`config.mk`:
```
export PLATFORM = sky130hd
export DESIGN_NAME = hazard_ctrl
export DESIGN_NICKNAME = d
export VERILOG_FILES = /design/src/rtl/hazard_ctrl.sv
export SDC_FILE = /design/constraint.sdc
export NUM_CORES = 1
export LEC_CHECK = 0
export ABC_AREA = 1
export BUFFER_PORTS_ARGS = -buffer_cell sky130_fd_sc_hd__buf_4
export CORE_MARGIN = 2
export CORE_UTILIZATION = 49
export DETAILED_ROUTE_END_ITERATION = 12
export PLACE_DENSITY_LB_ADDON = 0.05
export SYNTH_ARGS = -nofsm -noshare
export SYNTH_HDL_FRONTEND = slang
export SYNTH_SLANG_ARGS = --single-unit
```
`constraint.sdc`:
```
create_clock -name clock -period 1.6 [get_ports clock]
set_clock_uncertainty 0.2 [all_clocks]
set_input_delay 0.08 -clock clock [delete_from_list [all_inputs] [get_ports clock]]
set_output_delay 0.08 -clock clock [all_outputs]
set_load 0.05 [all_outputs]
```
`src/rtl/hazard_ctrl.sv`:
```
// Pipeline hazard controller: tracks loads in ID_EX and EX_MEM, detects
// load-use dependencies for the instruction in ID and arbitrates between
// external stalls, taken-branch flushes and load-use bubbles.
module hazard_ctrl #(
  parameter int STALL_CNT_W = 16
) (
  input  logic                   clock,
  input  logic                   reset_n,
  input  logic                   id_valid,
  input  logic [4:0]             id_rs,
  input  logic [4:0]             id_rt,
  input  logic                   id_uses_rs,
  input  logic                   id_uses_rt,
  input  logic                   id_is_load,
  input  logic [4:0]             id_dest,
  input  logic                   ex_stall_c,
  input  logic                   mem_stall_c,
  input  logic                   ex_branch_taken,
  output logic                   if_stall_c,
  output logic                   id_stall_c,
  output logic                   id_bubble,
  output logic                   if_flush,
  output logic                   id_flush,
  output logic [1:0]             state,
  output logic [STALL_CNT_W-1:0] stall_cnt
);

  typedef enum logic [1:0] {
    RUN     = 2'd0,
    LDSTALL = 2'd1,
    FLUSH   = 2'd2
  } state_e;

  state_e                 state_q, state_d;
  logic                   exValid_q, exValid_d;
  logic [4:0]             exDest_q, exDest_d;
  logic                   memValid_q, memValid_d;
  logic [4:0]             memDest_q, memDest_d;
  logic [STALL_CNT_W-1:0] stallCnt_q, stallCnt_d;

  logic ext;
  logic rsHit;
  logic rtHit;
  logic hazard;

  // A source only conflicts if it is really read, is not r0, and matches an in-flight load
  always_comb begin
    ext    = ex_stall_c | mem_stall_c;
    rsHit  = id_uses_rs && (id_rs != 5'd0) &&
             ((exValid_q && (exDest_q == id_rs)) || (memValid_q && (memDest_q == id_rs)));
    rtHit  = id_uses_rt && (id_rt != 5'd0) &&
             ((exValid_q && (exDest_q == id_rt)) || (memValid_q && (memDest_q == id_rt)));
    hazard = id_valid && (rsHit || rtHit);
  end

  // Control outputs, forced quiet during reset; external stall beats branch beats load-use
  always_comb begin
    if_stall_c = 1'b0;
    id_stall_c = 1'b0;
    id_bubble  = 1'b0;
    if_flush   = 1'b0;
    id_flush   = 1'b0;
    if (reset_n) begin
      if (ext) begin
        if_stall_c = 1'b1;
        id_stall_c = 1'b1;
      end else if (ex_branch_taken) begin
        if_flush = 1'b1;
        id_flush = 1'b1;
      end else if (hazard) begin
        if_stall_c = 1'b1;
        id_stall_c = 1'b1;
        id_bubble  = 1'b1;
      end
    end
  end

  // Next-state for load slots, FSM and stall counter; everything freezes under an external stall
  always_comb begin
    state_d    = state_q;
    exValid_d  = exValid_q;
    exDest_d   = exDest_q;
    memValid_d = memValid_q;
    memDest_d  = memDest_q;
    stallCnt_d = stallCnt_q;

    if (!ext) begin
      memValid_d = exValid_q;
      memDest_d  = exDest_q;
      if (id_valid && id_is_load && !hazard && !ex_branch_taken) begin
        exValid_d = 1'b1;
        exDest_d  = id_dest;
      end else begin
        exValid_d = 1'b0;
        exDest_d  = 5'd0;
      end

      unique case (state_q)
        RUN:     state_d = ex_branch_taken ? FLUSH : (hazard ? LDSTALL : RUN);
        LDSTALL: state_d = ex_branch_taken ? FLUSH : (hazard ? LDSTALL : RUN);
        FLUSH:   state_d = ex_branch_taken ? FLUSH : RUN;
        default: state_d = RUN;
      endcase
    end

    if (id_stall_c && (stallCnt_q != {STALL_CNT_W{1'b1}})) begin
      stallCnt_d = stallCnt_q + {{(STALL_CNT_W-1){1'b0}}, 1'b1};
    end
  end

  // All tracker state registers with synchronous active-low clear
  always_ff @(posedge clock) begin
    if (!reset_n) begin
      state_q    <= RUN;
      exValid_q  <= 1'b0;
      exDest_q   <= 5'd0;
      memValid_q <= 1'b0;
      memDest_q  <= 5'd0;
      stallCnt_q <= '0;
    end else begin
      state_q    <= state_d;
      exValid_q  <= exValid_d;
      exDest_q   <= exDest_d;
      memValid_q <= memValid_d;
      memDest_q  <= memDest_d;
      stallCnt_q <= stallCnt_d;
    end
  end

  assign state     = state_q;
  assign stall_cnt = stallCnt_q;

endmodule

```
**After elaboration in Yosys (flattened, before gate mapping)**

Cells that the tools add are included.

- Bits in registers: 30
- Input port bits: 24
- Output and inout port bits: 23

- Mux-type cells: 15
- Add/subtract/negate cells: 1
- Eq/ne operators: 7
- Bitwise operators: 1
- Reduce and logical (&&, ||, !) cells: 22

Operators with widths:

| kind | number |
|---|---|
| $eq A5 B5 Y1 | 4 |
| $add A16 B1 Y16 const B | 1 |
| $ne A16 B16 Y1 const B | 1 |
| $logic_and A1 B1 Y1 | 13 |
| $mux W1 | 11 |
| $reduce_bool A5 Y1 | 2 |
| $mux W5 | 1 |
| $mux W2 | 2 |
| $pmux W2 S2 | 1 |
| $logic_or A1 B1 Y1 | 3 |
| $eq A2 B1 Y1 const B | 1 |
| $eq A2 B2 Y1 const B | 1 |
| $logic_not A1 Y1 | 2 |
| $logic_not A2 Y1 | 1 |
| $reduce_or A2 Y1 | 1 |
| $or A1 B1 Y1 | 1 |

**Logic depth before layout (Yosys ltp)**

Gate-level depths: netlist of the first run.

- Depth in word-level cells: 11
- Gate-level depth with buffers: 14
- Gate-level depth less buffers: 14

**Least setup slack after synthesis of the first run**

OpenSTA, ideal clock, no wires.

- Kind: reg2out
- From: register memDest_q[3]
- To: output port if_stall_c
- Setup slack: -0.769 ns
- Path buffers: 1
- Arrival time: 2.089 ns
- Cell stages (with the launch flop): 12
- Cell sequence: dfxtp_1 inv_2 nand2_1 nand2_1 nor2_1 nand3_1 nand2_1 nand2_1 nand2_2 nand2_4 a21oi_1 buf_4

- Cells in the longest elaborated chain, start to end: 10
- Elaborated cells between the ends (all ways): 14
- Classes of those cells: eq/ne: 2; mux: 4; reduce/logical: 8

RTL lines:

| element | RTL line | text |
|---|---|---|
| start: declaration | 38 | `logic [4:0] memDest_q, memDest_d;` |
| start signal: assignment | 125 | `memDest_q <= memDest_d;` |
| $eq A5 B5 Y1 (on tied branches) | 50, 52 |  |
| $logic_and A1 B1 Y1 (on tied branches) | 50, 52 |  |
| $logic_or A1 B1 Y1 (on tied branches) | 50, 52 |  |
| $logic_and A1 B1 Y1 (on tied branches) | 49, 51 |  |
| $logic_or A1 B1 Y1 * | 53 | `hazard = id_valid && (rsHit \|\| rtHit);` |
| $logic_and A1 B1 Y1 * | 53 |  |
| $mux W1 * (4 in series) | -- |  |
| end: declaration | 19 | `output logic if_stall_c,` |

Every way passes the cells marked *; elsewhere a longest branch is shown, timed or not.

**Worst setup path after layout of the first run**

- From: register memDest_q[4]
- To: output port id_bubble

- Cells in the longest elaborated chain, start to end: 10
- Elaborated cells between the ends (all ways): 14
- Classes of those cells: eq/ne: 2; mux: 4; reduce/logical: 8

RTL lines:

| element | RTL line | text |
|---|---|---|
| $eq A5 B5 Y1 (on tied branches) | 50, 52 |  |
| $logic_and A1 B1 Y1 (on tied branches) | 50, 52 |  |
| $logic_or A1 B1 Y1 (on tied branches) | 50, 52 |  |
| $logic_and A1 B1 Y1 (on tied branches) | 49, 51 |  |
| $logic_or A1 B1 Y1 * | 53 |  |
| $logic_and A1 B1 Y1 * | 53 |  |
| $mux W1 * | 70 | `end else if (hazard) begin` |
| $mux W1 * | 67 | `end else if (ex_branch_taken) begin` |
| $mux W1 * | 64 | `if (ext) begin` |
| $mux W1 * | 63 | `if (reset_n) begin` |
| end: declaration | 21 | `output logic id_bubble,` |

Marked as above.

==> results of run 1 <==
cell families after synthesis:
group,after synthesis
buf+inv,54
xor+xnor,12
fa+ha+maj,1
compound gates,33
flops,30
simple gates,175
state kept, by name, indices dropped and copies added, names as in the netlist:
signal / count
memDest_q: 5
exDest_q: 5
memValid_q: 1
stall_cnt: 16
state: 2
exValid_q: 1
routing by layer:
metal	wire length, µm	vias up	global-route usage (%)
li1	-	1178	-
met1	2490	1076	30.4
met2	3290	66	50.6
met3	274	11	5.26
met4	79	0	8.00
met5	0	-	0
through the flow:
stage	power, mW	worst slack (ns)	area, µm²	setup TNS [ns]	std cells
after floorplan	0.972	-0.168	2130	-2.05	305
after global placement	1.08	-0.233	2760	-4.37	433
after detailed placement	1.08	-0.253	2760	-4.32	433
after CTS	1.83	-0.348	3030	-6.15	453
after global routing	1.91	-0.458	3150	-8.62	459
final	1.84	-0.349	3150	-5.29	459
worst register-to-register path, stage by stage, from the launching register on:
cell,delay [ns]
dfxtp_2,0.34
inv_2,0.05
nand2_1,0.05
nand2_1,0.05
nor2_1,0.12
nand3_1,0.08
nand2_1,0.07
nand2_1,0.05
nand2_2,0.10
nand2_4,0.08
buf_12,0.14
nand2_8,0.07
buf_6,0.13
nand3_2,0.07
nand2_1,0.07
nand2_1,0.04
nor2_1,0.09
cells in the mapped netlist (2+ instances only):
master / number
a21oi_1: 5
a21oi_2: 9
buf_2: 3
buf_4: 4
dfxtp_1: 30
inv_1: 31
inv_2: 13
nand2_1: 83
nand2_2: 13
nand3_1: 17
nand3_4: 2
nand4_1: 18
nor2_1: 30
nor2_4: 2
nor3_1: 3
o21ai_0: 9
o21ai_1: 3
o22ai_1: 6
xnor2_1: 4
xor2_1: 8
cell type report:
type / count / share of cell area, %
multi-input combinational: 222 / 41.7
timing repair buffer: 105 / 27.0
sequential: 30 / 20.6
inverter: 44 / 5.24
clock buffer: 8 / 3.49
tap: 50 / 1.99
power by group:
group	switching (mW)	total [mW]	internal, mW
Combinational	0.201	0.343	0.142
Clock	0.294	0.728	0.434
Sequential	0.0150	0.768	0.753
Total	0.510	1.84	1.33
layout by cell type (no fill, tap or decap), types with 2 or more instances in the layout:
cell type       n
a21oi_1         3
a21oi_2        10
buf_4          89
buf_6           6
clkbuf_8        8
dfxtp_1         4
dfxtp_2        20
dfxtp_4         6
dlygate4sd3_1   8
inv_1          26
inv_2          18
nand2_1        74
nand2_2        21
nand2_4         2
nand3_1        11
nand3_2         7
nand3_4         3
nand4_1        18
nor2_1         24
nor2_2          4
nor2_4          5
nor3_1          3
o21ai_0         2
o21ai_1        10
o22ai_1         6
xnor2_1         4
xor2_1          8
what timing repair did:
item / in CTS / in global routing
setup endpoints to repair: 26 / 26
gates resized for setup: 12 / 27
pin swaps: 5 / 17
endpoints found under the hold margin: 14 / 0
gates cloned: 0 / 1
hold buffers: 8 / 0
buffers inserted: 4 / 5
worst max-delay path by stage:
stage / from / endpoint / slack [ns] / depth (start not counted)
after floorplan: memDest_q[4] / if_stall_c / -0.17 / 11
after global placement: memDest_q[3] / stall_cnt[3] / -0.23 / 13
after detailed placement: memDest_q[3] / stall_cnt[5] / -0.25 / 13
after CTS: memDest_q[4] / id_bubble / -0.35 / 12
after global routing: memDest_q[3] / id_bubble / -0.46 / 12
final: memDest_q[4] / id_bubble / -0.35 / 12
==> flow_summary.yaml, run 1 <==
worst_setup_path:
  crit_fanout: 3
  r2r-end: "stall_cnt[6]"
  path_class: "reg -> out"
  critPathMaxStageDelay_ns: 0.34
  cp-end-kind: "output port"
  path_buf_inv: 3
  crit_family: "simple AND/OR/NAND/NOR gates"
  rrSetupSlack_ns: -0.28
  cp.arrival_ns: 1.67
  cp.required_ns: 1.32
  cp-start-kind: "flop"
  crit_chain: "inv_2 -> nand2_1 -> nand2_1 -> nor2_1 -> nand3_1 -> nand2_1 -> nand2_1 -> nand2_2 -> nand2_4 -> buf_6 -> nor2_4 -> buf_8"
  rr_startpoint: "memDest_q[4]"
  reg2reg_depth: 16
  crit_top_cell: "nand2_1"
  cp_slowest_cell: "dfxtp_2"
clock_network:
  htreeDepth: 2
  cts_tree: "yes"
  numClockSinks: 30
  clockRootBuffer: "clkbuf_8"
  worstSkewPairLatency_ns: 0.28
  cts_buffer_depth: 2
  cts_buffers: 5
  clk_pin_slew_ns: 0.06
yosys:
  ys_seq_area_share_pct: 29.6
  synth_compound_area_share_pct: 10.2
  synthArstFlopShare_pct: 0
  ys.flop_type: "dfxtp_1"
  yosysWarningCount: 0
  yosys.area_share.adder_pct: 0.616
  synth_seq_cells: 30
  synth.largest_area_cell: "dfxtp_1"
  synth_top_family_by_area: "simple AND/OR/NAND/NOR gates"
  synth-simple-area-share_pct: 42.1
  synth_edf_count: 0
  syn_avg_cell_area_um2: 6.66
  synth_mux_area_share_pct: 0
  postSynthCellCount: 305
  synthDistinctLibCells: 32
  synthTopCellsByArea: "dfxtp_1 (30%), nand2_1 (15%), inv_1 (5.7%)"
  syn_area_um2: 2030
  synth_top_area_share_pct: 29.6
  synth_xor_area_share_pct: 5.18
  synth.net_count: 330
floorplanning:
  dieArea_um2: 4680
  fp.dieW_um: 68.4
  ios: 47
  initial_core_util_pct: 50.8
  dieHeight_um: 68.4
  core_um2: 4000
  rows: 23
final_layout:
  num_antenna_cells: 0
  nFillCells: 308
  layout-drive-gt1-share_pct: 50.4
  multi_input_area_um2: 1310
  fin_util_pct: 78.8
  nNetsFinal: 433
  ff_latch_area_um2: 648
  syn2layout_area_growth_pct: 55.1
timing:
  fmax_ghz: 0.513
  setup_viol: 25
  hold_violations: 1
  setup_ws_ns: -0.349
  tightest_slew_ns: 0.468
  period_minus_slack_ns: 1.95
  min_period_over_period_pct: 122
  final_max_slew_viol_count: 0
  fin_hold_ws_ns: -0.00272
  slew_headroom_pct: 68.8
  rsz0062_at_grt: "yes"
pwr:
  leakage_nw: 1.44
  ir_drop_mv: 0.380
  p_per_area_nw_per_um2: 584
placement:
  io_buffer_count: 46
  place_congestion: 0.894
  dp_hpwl_um: 4120
grt:
  grt_max_degree: 16
  grt_overflow: 0
  antenna_found_initial: 0
  grt_first_pass_wirelength_um: 9380
  grt_pass1_vias: 2109
  grt_use_total_pct: 27.0
job:
  drv_cap: 0
routing:
  num_vias: 2331
  drcViolationCount: 0
  postRouteAntennaNets: 0
  avgViaCountPerCell: 5.08
  routedWlPerCell_um: 13.4
  drt_pass1_iterations: 4
  wl_um: 6130
  drtIter0Drc: 131
hold_path:
  min_path_cells: 4
  hp-start: "reset_n"
  min_to: "stall_cnt[6]"
  hold_path.class: "in -> reg"
outcome:
  violations: "hold timing, setup timing"
  outcome: "finished with violations"
Power figures use the tool's default switching activity.
==> inputs of run 2 (changes only) <==
--- a/config.mk
+++ b/config.mk
@@ -11,6 +11,7 @@
 export CORE_UTILIZATION = 49
 export DETAILED_ROUTE_END_ITERATION = 12
 export PLACE_DENSITY_LB_ADDON = 0.05
+export SETUP_SLACK_MARGIN = 0.15
 export SYNTH_ARGS = -nofsm -noshare
 export SYNTH_HDL_FRONTEND = slang
 export SYNTH_SLANG_ARGS = --single-unit
==> run 2 against run 1 <==
  * The run ends with setup timing left
  * Wire length shrank 3.5%
  * Setup slack lost 0.026 ns
  * Sequential cell count is the same
  * First-iteration DRC count shrank 24%
  * Combinational power grew 1%
  * Largest power group unchanged
==> flow_summary.yaml, run 2 (synthesis gave the netlist of run 1 again) <==
routing:
  avgViaCountPerCell: 5.17
  postRouteAntennaNets: 0
  drcViolationCount: 0
  drt_pass1_iterations: 7
  drtIter0Drc: 99
  routedWlPerCell_um: 13.0
  wl_um: 5920
  num_vias: 2349
timing:
  final_max_slew_viol_count: 0
  rsz0062_at_grt: "yes"
  fin_hold_ws_ns: 0.0527
  tightest_slew_ns: 0.406
  hold_violations: 0
  setup_viol: 25
  slew_headroom_pct: 72.9
  fmax_ghz: 0.507
  setup_ws_ns: -0.374
  min_period_over_period_pct: 123
  period_minus_slack_ns: 1.97
final_layout:
  layout_commonest_cell: "buf_4"
  num_antenna_cells: 0
  largest_reg_flops: 16
  nFillCells: 308
  syn2layout_area_growth_pct: 52.9
  fin_util_pct: 77.6
  final_cell_mix: "buf_4 (82), nand2_1 (75), inv_1 (26), nor2_1 (25), dfxtp_2 (20)"
  layout-drive-gt1-share_pct: 48.0
  nNetsFinal: 428
clock_network:
  cts_buffer_depth: 2
  worstSkewPairLatency_ns: 0.28
  htreeDepth: 2
  cts_buffers: 5
  numClockSinks: 30
  clockRootBuffer: "clkbuf_8"
  cts_tree: "yes"
  clk_pin_slew_ns: 0.07
placement:
  io_buffer_count: 46
  dp_hpwl_um: 4080
  place_congestion: 0.876
  preCtsSetupSlack_ns: -0.267
grt:
  grt_use_total_pct: 26.6
  grt_max_degree: 16
  grt_pass1_vias: 2167
  antenna_found_initial: 0
  grt_first_pass_wirelength_um: 9430
  grt_overflow: 0
floorplanning:
  rows: 23
  fp.dieW_um: 68.4
  dieHeight_um: 68.4
  initial_core_util_pct: 50.8
  core_um2: 4000
  ios: 47
  dieArea_um2: 4680
outcome:
  violations: "setup timing"
  outcome: "finished with violations"
pwr:
  p_per_area_nw_per_um2: 566
  pwr-share-seq_pct: 43.7
  combPwrFrac_pct: 19.7
  internal-power_mw: 1.25
  swShare_pct: 29.0
  ir_drop_mv: 0.467
  switchingPower_uw: 510
  leakage_nw: 1.44
  p_clk_share_pct: 36.6
worst_setup_path:
  crit_fanout: 3
  cp-end-kind: "output port"
  path_class: "reg -> out"
  cp.arrival_ns: 1.69
  cp.required_ns: 1.32
  cp-start-kind: "flop"
job:
  drv_cap: 0
hold_path:
  hold_path.class: "in -> reg"
-- run 2: cell count changes in the layout (fill, tap and decap cells not counted), moves of 5 or more --
cell,change
nand2_2,-6
nand2_4,+5
buf_4,-7
nand3_1,+5
o21ai_1,-6
o21ai_0,+6
nand3_2,-6
-- run 2: worst max-delay path, stage by stage, from the launching register on --
cell	delay (ns)
dfxtp_2	0.34
inv_2	0.04
nand2_1	0.05
nand2_1	0.06
nor2_2	0.13
nand3_1	0.08
nand2_1	0.07
nand2_2	0.06
nand2_2	0.09
nand2_4	0.08
buf_6	0.14
nor2_4	0.13
buf_8	0.16
-- run 2: cell type report --
type | count | area [µm²] | share of cell area, %
multi-input cells | 221 | 1310 | 42.1
repair buffers | 101 | 831 | 26.8
flip-flops and latches | 30 | 648 | 20.9
inverters | 44 | 165 | 5.32
clock buffers | 7 | 86.3 | 2.78
well taps | 50 | 62.6 | 2.02
clock inverters | 1 | 5.00 | 0.161
-- run 2: path summary, 6_finish.rpt --
path	startpoint	end	slack, ns	depth (start not counted)
setup / recovery	memDest_q[3]	id_bubble	-0.37	12
setup reg to reg	memDest_q[3]	stall_cnt[10]	-0.28	15
hold reg to reg	stall_cnt[13]	stall_cnt[13]	0.28	2
hold / removal	reset_n	stall_cnt[0]	0.05	5
-- run 2: metrics by stage --
step / setup TNS (ns) / cell area (µm²) / power, mW / instances
floorplan: -2.04 / 2130 / 0.971 / 305
global placement: -3.66 / 2730 / 1.08 / 429
detailed placement: -4.37 / 2730 / 1.08 / 429
CTS: -3.68 / 3020 / 1.74 / 451
global route: -9.33 / 3100 / 1.82 / 454
finish: -5.72 / 3100 / 1.76 / 454
-- run 2: repair_timing --
action	CTS	global route
pin swaps	8	15
gates resized for setup	21	13
endpoints found under the hold margin	11	0
cloned	1	0
hold buffers	9	0
endpoints found under the setup margin	26	26
setup buffers	4	3
-- run 2: power groups by stage --
stage,clock network [mW],logic [mW],registers (mW)
final,0.642,0.347,0.768
after CTS,0.641,0.336,0.768
after detailed placement,0,0.296,0.784
after global placement,0,0.293,0.784
after global routing,0.678,0.371,0.769
after floorplan,0,0.160,0.811
-- run 2: routing by layer --
layer | global-route usage [%] | up-vias | part of all wire [%]
met1 | 31.6 | 1096 | 41
met4 | 9.25 | 0 | 2.0
met5 | 0 | - | 0
met3 | 5.76 | 17 | 4.5
met2 | 47.0 | 64 | 52
li1 | - | 1172 | -
